--- src/rtl/control_decode_stage.sv ---
// rtl/control_decode_stage.sv - RV32I decode stage with ID/EX register, load-use bubbles and flush
// Decodes one instruction into a control bundle and registers it behind a valid/ready handshake.
module control_decode_stage #(
  parameter int XLEN  = 32,
  parameter int M_EXT = 0,
  parameter int CNT_W = 16
) (
  input  logic             clk,
  input  logic             rst,
  input  logic             in_valid,
  output logic             in_ready,
  input  logic [31:0]      instr,
  input  logic [XLEN-1:0]  pc_in,
  input  logic             flush,
  input  logic             ex_ready,
  output logic             out_valid,
  output logic [XLEN-1:0]  pc_out,
  output logic [4:0]       rd,
  output logic [4:0]       rs1,
  output logic [4:0]       rs2,
  output logic [2:0]       fun3,
  output logic             reg_write,
  output logic             load,
  output logic             store,
  output logic             mem_en,
  output logic             branch,
  output logic             jal,
  output logic             jalr,
  output logic             operand_a,
  output logic             operand_b,
  output logic [1:0]       mem_to_reg,
  output logic [2:0]       imm_sel,
  output logic [4:0]       alu_control,
  output logic             illegal,
  output logic [CNT_W-1:0] bubble_cnt
);

  localparam logic [6:0] OP_R      = 7'b0110011;
  localparam logic [6:0] OP_I      = 7'b0010011;
  localparam logic [6:0] OP_LOAD   = 7'b0000011;
  localparam logic [6:0] OP_STORE  = 7'b0100011;
  localparam logic [6:0] OP_BRANCH = 7'b1100011;
  localparam logic [6:0] OP_JAL    = 7'b1101111;
  localparam logic [6:0] OP_JALR   = 7'b1100111;
  localparam logic [6:0] OP_LUI    = 7'b0110111;
  localparam logic [6:0] OP_AUIPC  = 7'b0010111;

  localparam logic [4:0] ALU_ADD   = 5'b00000;
  localparam logic [4:0] ALU_SUB   = 5'b00001;
  localparam logic [4:0] ALU_SLL   = 5'b00010;
  localparam logic [4:0] ALU_SLT   = 5'b00011;
  localparam logic [4:0] ALU_SLTU  = 5'b00100;
  localparam logic [4:0] ALU_XOR   = 5'b00101;
  localparam logic [4:0] ALU_SRL   = 5'b00110;
  localparam logic [4:0] ALU_SRA   = 5'b00111;
  localparam logic [4:0] ALU_OR    = 5'b01000;
  localparam logic [4:0] ALU_AND   = 5'b01001;
  localparam logic [4:0] ALU_PASSB = 5'b01111;

  localparam logic [2:0] IMM_I = 3'b000;
  localparam logic [2:0] IMM_S = 3'b001;
  localparam logic [2:0] IMM_B = 3'b010;
  localparam logic [2:0] IMM_J = 3'b011;
  localparam logic [2:0] IMM_U = 3'b100;

  localparam logic [1:0] WB_ALU = 2'b00;
  localparam logic [1:0] WB_MEM = 2'b01;
  localparam logic [1:0] WB_PC4 = 2'b10;

  typedef struct packed {
    logic [XLEN-1:0] pc;
    logic [4:0]      rd;
    logic [4:0]      rs1;
    logic [4:0]      rs2;
    logic [2:0]      fun3;
    logic            reg_write;
    logic            load;
    logic            store;
    logic            mem_en;
    logic            branch;
    logic            jal;
    logic            jalr;
    logic            operand_a;
    logic            operand_b;
    logic [1:0]      mem_to_reg;
    logic [2:0]      imm_sel;
    logic [4:0]      alu_control;
    logic            illegal;
  } bundle_t;

  logic [6:0] opcode;
  logic [2:0] f3;
  logic [6:0] f7;
  logic [4:0] base_alu;
  logic       uses_rs1;
  logic       uses_rs2;
  bundle_t    dec;

  assign opcode = instr[6:0];
  assign f3     = instr[14:12];
  assign f7     = instr[31:25];

  always_comb begin
    base_alu = ALU_ADD;
    case (f3)
      3'b000:  base_alu = ALU_ADD;
      3'b001:  base_alu = ALU_SLL;
      3'b010:  base_alu = ALU_SLT;
      3'b011:  base_alu = ALU_SLTU;
      3'b100:  base_alu = ALU_XOR;
      3'b101:  base_alu = ALU_SRL;
      3'b110:  base_alu = ALU_OR;
      default: base_alu = ALU_AND;
    endcase
  end

  always_comb begin
    dec      = '0;
    uses_rs1 = 1'b1;
    uses_rs2 = 1'b0;
    dec.pc   = pc_in;
    dec.rs1  = instr[19:15];
    dec.rs2  = instr[24:20];
    dec.fun3 = f3;
    case (opcode)
      OP_R: begin
        dec.reg_write = 1'b1;
        uses_rs2      = 1'b1;
        if (f7 == 7'b0000000) begin
          dec.alu_control = base_alu;
        end else if (f7 == 7'b0100000 && (f3 == 3'b000 || f3 == 3'b101)) begin
          dec.alu_control = (f3 == 3'b000) ? ALU_SUB : ALU_SRA;
        end else if (f7 == 7'b0000001 && M_EXT != 0) begin
          dec.alu_control = {2'b10, f3};
        end else begin
          dec.illegal = 1'b1;
        end
      end
      OP_I: begin
        dec.reg_write   = 1'b1;
        dec.operand_b   = 1'b1;
        dec.imm_sel     = IMM_I;
        dec.alu_control = (f3 == 3'b101 && instr[30]) ? ALU_SRA : base_alu;
      end
      OP_LOAD: begin
        dec.load       = 1'b1;
        dec.reg_write  = 1'b1;
        dec.mem_to_reg = WB_MEM;
        dec.operand_b  = 1'b1;
        dec.imm_sel    = IMM_I;
        dec.illegal    = (f3 == 3'b011) || (f3 == 3'b110) || (f3 == 3'b111);
      end
      OP_STORE: begin
        uses_rs2      = 1'b1;
        dec.store     = 1'b1;
        dec.mem_en    = 1'b1;
        dec.operand_b = 1'b1;
        dec.imm_sel   = IMM_S;
        dec.illegal   = (f3 > 3'b010);
      end
      OP_BRANCH: begin
        uses_rs2      = 1'b1;
        dec.branch    = 1'b1;
        dec.operand_a = 1'b1;
        dec.operand_b = 1'b1;
        dec.imm_sel   = IMM_B;
      end
      OP_JAL: begin
        uses_rs1       = 1'b0;
        dec.jal        = 1'b1;
        dec.reg_write  = 1'b1;
        dec.mem_to_reg = WB_PC4;
        dec.operand_a  = 1'b1;
        dec.operand_b  = 1'b1;
        dec.imm_sel    = IMM_J;
      end
      OP_JALR: begin
        dec.jalr       = 1'b1;
        dec.reg_write  = 1'b1;
        dec.mem_to_reg = WB_PC4;
        dec.operand_b  = 1'b1;
        dec.imm_sel    = IMM_I;
      end
      OP_LUI: begin
        uses_rs1        = 1'b0;
        dec.reg_write   = 1'b1;
        dec.operand_b   = 1'b1;
        dec.imm_sel     = IMM_U;
        dec.alu_control = ALU_PASSB;
      end
      OP_AUIPC: begin
        uses_rs1      = 1'b0;
        dec.reg_write = 1'b1;
        dec.operand_a = 1'b1;
        dec.operand_b = 1'b1;
        dec.imm_sel   = IMM_U;
      end
      default: dec.illegal = 1'b1;
    endcase
    // Illegal instructions still travel down the pipe but must have no architectural side effect.
    if (dec.illegal) begin
      dec.reg_write = 1'b0;
      dec.mem_en    = 1'b0;
      dec.load      = 1'b0;
      dec.store     = 1'b0;
      dec.branch    = 1'b0;
      dec.jal       = 1'b0;
      dec.jalr      = 1'b0;
    end
    dec.rd = dec.reg_write ? instr[11:7] : 5'd0;
  end

  logic             valid_q, valid_d;
  bundle_t          bun_q, bun_d;
  logic [CNT_W-1:0] cnt_q, cnt_d;
  logic             hazard;
  logic             advance;

  assign hazard = in_valid && valid_q && bun_q.load && (bun_q.rd != 5'd0) &&
                  ((uses_rs1 && instr[19:15] == bun_q.rd) ||
                   (uses_rs2 && instr[24:20] == bun_q.rd));
  assign advance  = !valid_q || ex_ready;
  assign in_ready = flush || (advance && !hazard);

  always_comb begin
    valid_d = valid_q;
    bun_d   = bun_q;
    cnt_d   = cnt_q;
    if (flush) begin
      valid_d = 1'b0;
      bun_d   = '0;
    end else if (advance) begin
      if (hazard) begin
        valid_d = 1'b0;
        bun_d   = '0;
        cnt_d   = (cnt_q == {CNT_W{1'b1}}) ? cnt_q : cnt_q + CNT_W'(1);
      end else if (in_valid) begin
        valid_d = 1'b1;
        bun_d   = dec;
      end else begin
        valid_d = 1'b0;
        bun_d   = '0;
      end
    end
  end

  always_ff @(posedge clk) begin
    if (rst) begin
      valid_q <= 1'b0;
      bun_q   <= '0;
      cnt_q   <= '0;
    end else begin
      valid_q <= valid_d;
      bun_q   <= bun_d;
      cnt_q   <= cnt_d;
    end
  end

  assign out_valid   = valid_q;
  assign pc_out      = bun_q.pc;
  assign rd          = bun_q.rd;
  assign rs1         = bun_q.rs1;
  assign rs2         = bun_q.rs2;
  assign fun3        = bun_q.fun3;
  assign reg_write   = bun_q.reg_write;
  assign load        = bun_q.load;
  assign store       = bun_q.store;
  assign mem_en      = bun_q.mem_en;
  assign branch      = bun_q.branch;
  assign jal         = bun_q.jal;
  assign jalr        = bun_q.jalr;
  assign operand_a   = bun_q.operand_a;
  assign operand_b   = bun_q.operand_b;
  assign mem_to_reg  = bun_q.mem_to_reg;
  assign imm_sel     = bun_q.imm_sel;
  assign alu_control = bun_q.alu_control;
  assign illegal     = bun_q.illegal;
  assign bubble_cnt  = cnt_q;

endmodule

--- config.mk ---
export PLATFORM = sky130hd
export DESIGN_NAME = control_decode_stage
export DESIGN_NICKNAME = d
export VERILOG_FILES = /design/src/rtl/control_decode_stage.sv
export SDC_FILE = /design/constraint.sdc
export NUM_CORES = 1
export LEC_CHECK = 0
export ABC_AREA = 1
export ABC_CLOCK_PERIOD_IN_PS = 1700
export BUFFER_PORTS_ARGS = -buffer_cell sky130_fd_sc_hd__buf_4
export CORE_UTILIZATION = 50
export DETAILED_ROUTE_END_ITERATION = 8
export GPL_TIMING_DRIVEN = 0
export PLACE_DENSITY = 0.81
export SYNTH_ARGS = -nofsm -noshare
export SYNTH_HDL_FRONTEND = slang
export SYNTH_SLANG_ARGS = --single-unit
--- constraint.sdc ---
create_clock -name clk -period 1.7 [get_ports clk]
set_input_delay 0.255 -clock clk [delete_from_list [all_inputs] [get_ports clk]]
set_output_delay 0.255 -clock clk [all_outputs]
set_load 0.01 [all_outputs]
* Word level (Yosys, flattened, before mapping)
Index checks and enable logic that the tools add are counted.
** Storage, ports and cells
- Bits in registers :: 87
- Input bits :: 69
- Output and inout bits :: 88
- Word-level logic and storage cells :: 101
** Operators by class
- Add/sub/neg operators :: 1
- Magnitude comparators :: 1
- Equality and inequality tests :: 20
- Mux-type cells :: 27
- Bitwise logic cells :: 2
- Reductions and logical operators :: 30
** Operators by type and width (count)
- two-way mux 70 bit :: 2
- equality test 7 x 6 -> 1 bit (second input constant) :: 4
- case mux 4 bit (7 select lines) :: 1
- equality test 7 bit (second input constant) :: 3
- adder 16 x 1 -> 16 bit (second input constant) :: 1
- equality test 16 bit (second input constant) :: 1
- two-way mux 5 bit :: 3
- case mux 5 bit (3 select lines) :: 1
- equality test 7 x 5 -> 1 bit (second input constant) :: 2
- two-way mux 1 bit :: 13
- equality test 3 bit (second input constant) :: 4
- case mux 3 bit (4 select lines) :: 1
- equality test 5 bit :: 2
- logical AND 1 bit :: 9
- OR reduction 3 bit :: 3
- OR reduction 8 bit :: 1
- equality test 7 x 2 -> 1 bit (second input constant) :: 1
- zero test 7 bit :: 1
- two-way mux 7 bit :: 1
- OR reduction 7 bit :: 1
- equality test 3 x 2 -> 1 bit (second input constant) :: 2
- logical OR 1 bit :: 6
- two-way mux 3 bit :: 2
- OR reduction 2 bit :: 3
- 11 further kinds :: 13

* Logic depth before layout (Yosys ltp)
- Word-level depth :: 10
- Depth in mapped cells :: 12
- Mapped depth without buffers :: 11

* Worst setup path before layout
OpenSTA, ideal clock, no wires.
- Path kind :: register -> output
- Start :: reg valid_q (netlist: out_valid)
- End :: out in_ready
- Data arrival time :: 1.394 ns
- Data required time :: 1.445 ns
- Path slack :: 0.051 ns
- Stages on the path, launching flop included :: 6
- Path buffers :: 2
- Path through :: dfxtp_1 inv_1 nor2_1 buf_2 clkbuf_1 o21ai_0
** Between the ends
- Word-level cells in the longest chain between the ends :: 7
- Elaborated cells on any way between the ends :: 9
- Classes of those cells :: reduce/logical: 9
** Ends and longest elaborated chain
- start: declaration :: RTL line 213 : logic valid_q, valid_d;
- start signal: assignment :: RTL line 253 : valid_q <= valid_d;
- logical AND 1 bit (4 in a row) :: RTL line 219 : assign hazard = in_valid && valid_q && bun_q.load && (bun_q.rd != 5'd0) &&
- zero test 1 bit :: RTL line 223 : assign in_ready = flush || (advance && !hazard);
- logical AND 1 bit (*) :: RTL line 223
- logical OR 1 bit (*) :: RTL line 223
- end: declaration :: RTL line 11 : output logic in_ready,
Mark *: on every way between the ends. The rest lies on a longest branch, timed or not.

* Final worst setup path
- Start :: reg bun_q, in the netlist rd[3]
- End :: out in_ready
** Between the ends
- Word-level cells in the longest chain between the ends :: 7
- Elaborated cells on any way between the ends :: 11
- Classes of those cells :: eq/ne: 2; reduce/logical: 9
** Ends and longest elaborated chain
- start: declaration :: RTL line 214 : bundle_t bun_q, bun_d;
- start signal: assignment :: RTL line 254 : bun_q <= bun_d;
- equality test 5 bit (on tied branches) :: RTL line 220, 221
- logical AND 1 bit (on tied branches) :: RTL line 220, 221
- logical OR 1 bit :: RTL line 220 : ((uses_rs1 && instr[19:15] == bun_q.rd) ||
- logical AND 1 bit (*) :: RTL line 219
- zero test 1 bit (*) :: RTL line 223
- logical AND 1 bit (*) :: RTL line 223
- logical OR 1 bit (*) :: RTL line 223
Marked as above.

==> results.sh <==
export IMPL_vias=5046
export IMPL_fin_area_sq_um=5974
export IMPL_vias_per_cell=5.657
export IMPL_synth_most_common_cell="nand2_1"
export IMPL_synth_edf_count=0
export IMPL_largest_reg_flops=32
export IMPL_synth_area_leaders="dfxtp_1 40%, nand2_1 12%, nand4_1 11%"
export IMPL_final_setup_viol_count=82
export IMPL_ys_seq_area_share_pct=40.15
export IMPL_hpwl_mm=9.794
export IMPL_crit_path_end="in_ready"
export IMPL_synth_fp_nets=675
export IMPL_start_kind="register"
export IMPL_maxSlewHeadroom_pct=64.46
export IMPL_dpl_cell_area_sq_um=5533
export IMPL_combPwrFrac_pct=12.1
export IMPL_skew_ps=13.36
export IMPL_worst_pin_slew_ps=533.0
export IMPL_drt_pass1_iterations=7
export IMPL_antenna_found_initial=0
export IMPL_clk_latency_ps=360
export IMPL_critPathMaxFanout=4
export IMPL_hold_violations=0
export IMPL_utilization_pct=72.71
export IMPL_drive_above_1_share_pct=29.61
export IMPL_max_cap_violations=0
export IMPL_clk_pin_slew_worst_paths_ps=90
export IMPL_grt_usage_pct=29.96
export IMPL_async_reset_ff_share_pct=0
export IMPL_synth_distinct_cells=36
export IMPL_switchingPower_mw=1.079
export IMPL_gp_congestion=0.9286
export IMPL_synthFlopType="dfxtp_1"
export IMPL_leakage_nw=2.536
export IMPL_yosys_warnings=0
export IMPL_htreeDepth=3
export IMPL_dieWidth_um=94.07
export IMPL_clockBufferDepth=2
export IMPL_die_area_sq_um=8848
export IMPL_violations="setup timing"
export IMPL_antenna_left=0
export IMPL_cts_tree="yes"
export IMPL_fp_row_count=33
export IMPL_fin_ws_ps=-249.1
export IMPL_synth_top_area_share_pct=40.15
export IMPL_path_class="reg2out"
export IMPL_fin_crit_ps=1949
export IMPL_grt_max_degree=20
export IMPL_critPathCaptureType="output pin"
export IMPL_cts_sinks=85
export IMPL_final_nets=852
export IMPL_p_int_mw=2.984
export IMPL_avgSynthCellArea_sq_um=7.005
export IMPL_clockPowerShare_pct=37.8
export IMPL_grt_overflow_total=0
export IMPL_drc_errors=0
export IMPL_run_status="complete, but fails checks"
export IMPL_fill_cells=658
export IMPL_numPortBuffers=155
export IMPL_timing_fmax_mhz=513.1
export IMPL_n_antenna_cell=0
export IMPL_reg2reg_to="rs1[0]$_SDFFE_PP0N_"
export IMPL_drtIter0Drc=329
export IMPL_ioPinCount=157
export IMPL_rsz0062_at_grt="true"
export IMPL_power_density_nw_per_um2=680.0
export IMPL_grt_pass1_wl_mm=20.68
export IMPL_die_y_um=94.07
export IMPL_p_seq_share_pct=50.1
export IMPL_holdWs_ps=168.0
export IMPL_r2r_slack_ps=-200
export IMPL_numCtsBuffers=9
export IMPL_synth_cells=605
export IMPL_yosys_area_top_type="dfxtp_1"
export IMPL_core_area_sq_um=8217
export IMPL_wl_per_cell_um=15.39
export IMPL_syn_cell_area_sq_um=4238
export IMPL_initial_core_util_pct=51.58
export IMPL_min_period_over_period_pct=114.7
export IMPL_drv_slew=0
export IMPL_worstReg2RegStart="rd[3]$_SDFFE_PP0N_"
export IMPL_cp_data_required_time_ps=1440
export IMPL_ir_drop_uv=465.8
export IMPL_synthToLayoutAreaGrowth_pct=40.98
export IMPL_hold_class="in2reg"
export IMPL_crit_start="rd[3]$_SDFFE_PP0N_"
export IMPL_reg2regPathDepth=11
export IMPL_synth_top_cells_by_count="136 x nand2_1, 85 x dfxtp_1, 83 x a21oi_1"
export IMPL_p_sw_share_pct=26.56
export IMPL_worstPathArrival_ps=1690
export IMPL_clockRootBuffer="clkbuf_8"
export IMPL_grt_pass1_vias=4461
export IMPL_ys_ff_latch=85
export IMPL_routed_wl_mm=13.73
[per-layer routing]
layer | track usage [%] | vias to the layer above | part of all wire [%]
li1 | - | 2414 | -
met5 | 0 | - | 0
met1 | 36.30 | 2327 | 40
met2 | 49.21 | 266 | 48
met4 | 14.49 | 0 | 3.1
met3 | 7.686 | 39 | 9.3
[cell usage in the layout (no fill, tap or decap), types with 3 or more instances in the layout]
master and n:
buf_4 169, nor2_1 50, xnor2_2 3, nor3_1 4, nor2_2 7, dfxtp_1 78
dfxtp_4 5, nand4_1 76, inv_2 4, nand3_1 37, buf_1 7, inv_1 32
xor2_1 10, nand2_1 136, clkbuf_1 17, o21ai_0 6, clkbuf_8 10, buf_6 8
clkbuf_4 3, xnor2_1 5, a21oi_1 82
[critical path: stages, from the launching register on]
cell	delay [ps]
dfxtp_4	380
xor2_1	150
nor2_1	160
nand3_2	150
a21oi_4	180
buf_6	120
o21ai_2	50
buf_4	140
[cells by family after synthesis]
group                    synth area share [%]
AND/OR/NAND/NOR                         35.55
AO/OA/AOI/OAI                           11.93
flip-flops                              40.15
buffers and inverters                   8.267
XOR/XNOR                                3.720
adder cells (fa/ha/maj)                0.2952
other                                 0.08849
[power groups by stage]
stage | Clock (mW) | Sequential [mW] | Combinational (mW)
floorplan | 0 | 2.10 | 0.201
global placement | 0 | 2.09 | 0.460
detailed placement | 0 | 2.09 | 0.469
CTS | 1.54 | 2.04 | 0.479
global route | 1.63 | 2.04 | 0.534
finish | 1.54 | 2.03 | 0.493
[repair_timing]
item | 4_1_cts | 5_1_grt
setup endpoints to repair | 84 | 86
pin swaps | 8 | 5
gates resized for setup | 25 | 23
buffers inserted | 7 | 5
hold buffers | 0 | 0
[layout make-up]
| cell class | count | area, sq um | area share, % |
|---|---|---|---|
| Timing Repair Buffer | 167 | 1266 | 21.19 |
| Clock buffer | 10 | 137.6 | 2.304 |
| Inverter | 38 | 142.6 | 2.387 |
| Buffer | 40 | 245.2 | 4.105 |
| Tap cell | 105 | 131.4 | 2.199 |
| Clock inverter | 6 | 75.07 | 1.257 |
| Sequential cell | 85 | 1723 | 28.84 |
| Multi-Input combinational cell | 441 | 2253 | 37.72 |
[stage by stage]
stage	instances	setup TNS (ps)	power, mW	worst slack [ps]
floorplan	605	0	2.301	51.17
global placement	865	-9159	2.545	-518.6
detailed placement	865	-11500	2.556	-523.2
CTS	887	-316.9	4.058	-241.6
global route	892	-17910	4.198	-349.2
finish	892	-9234	4.062	-249.1
[how the worst min path moves through the flow]
stage | from | end | slack (ps) | depth (start not counted)
after global routing | instr[10] | rd[3]$_SDFFE_PP0N_ | 160 | 3
after CTS | instr[7] | rd[0]$_SDFFE_PP0N_ | 160 | 3
after global placement | pc_out[3]$_SDFFE_PP0N_ | pc_out[3]$_SDFFE_PP0N_ | 450 | 2
after floorplan | instr[12] | fun3[0]$_SDFFE_PP0N_ | 430 | 2
final | instr[7] | rd[0]$_SDFFE_PP0N_ | 170 | 3
after detailed placement | pc_out[19]$_SDFFE_PP0N_ | pc_out[19]$_SDFFE_PP0N_ | 460 | 2
Note: power is estimated with default switching activity, not from simulation.
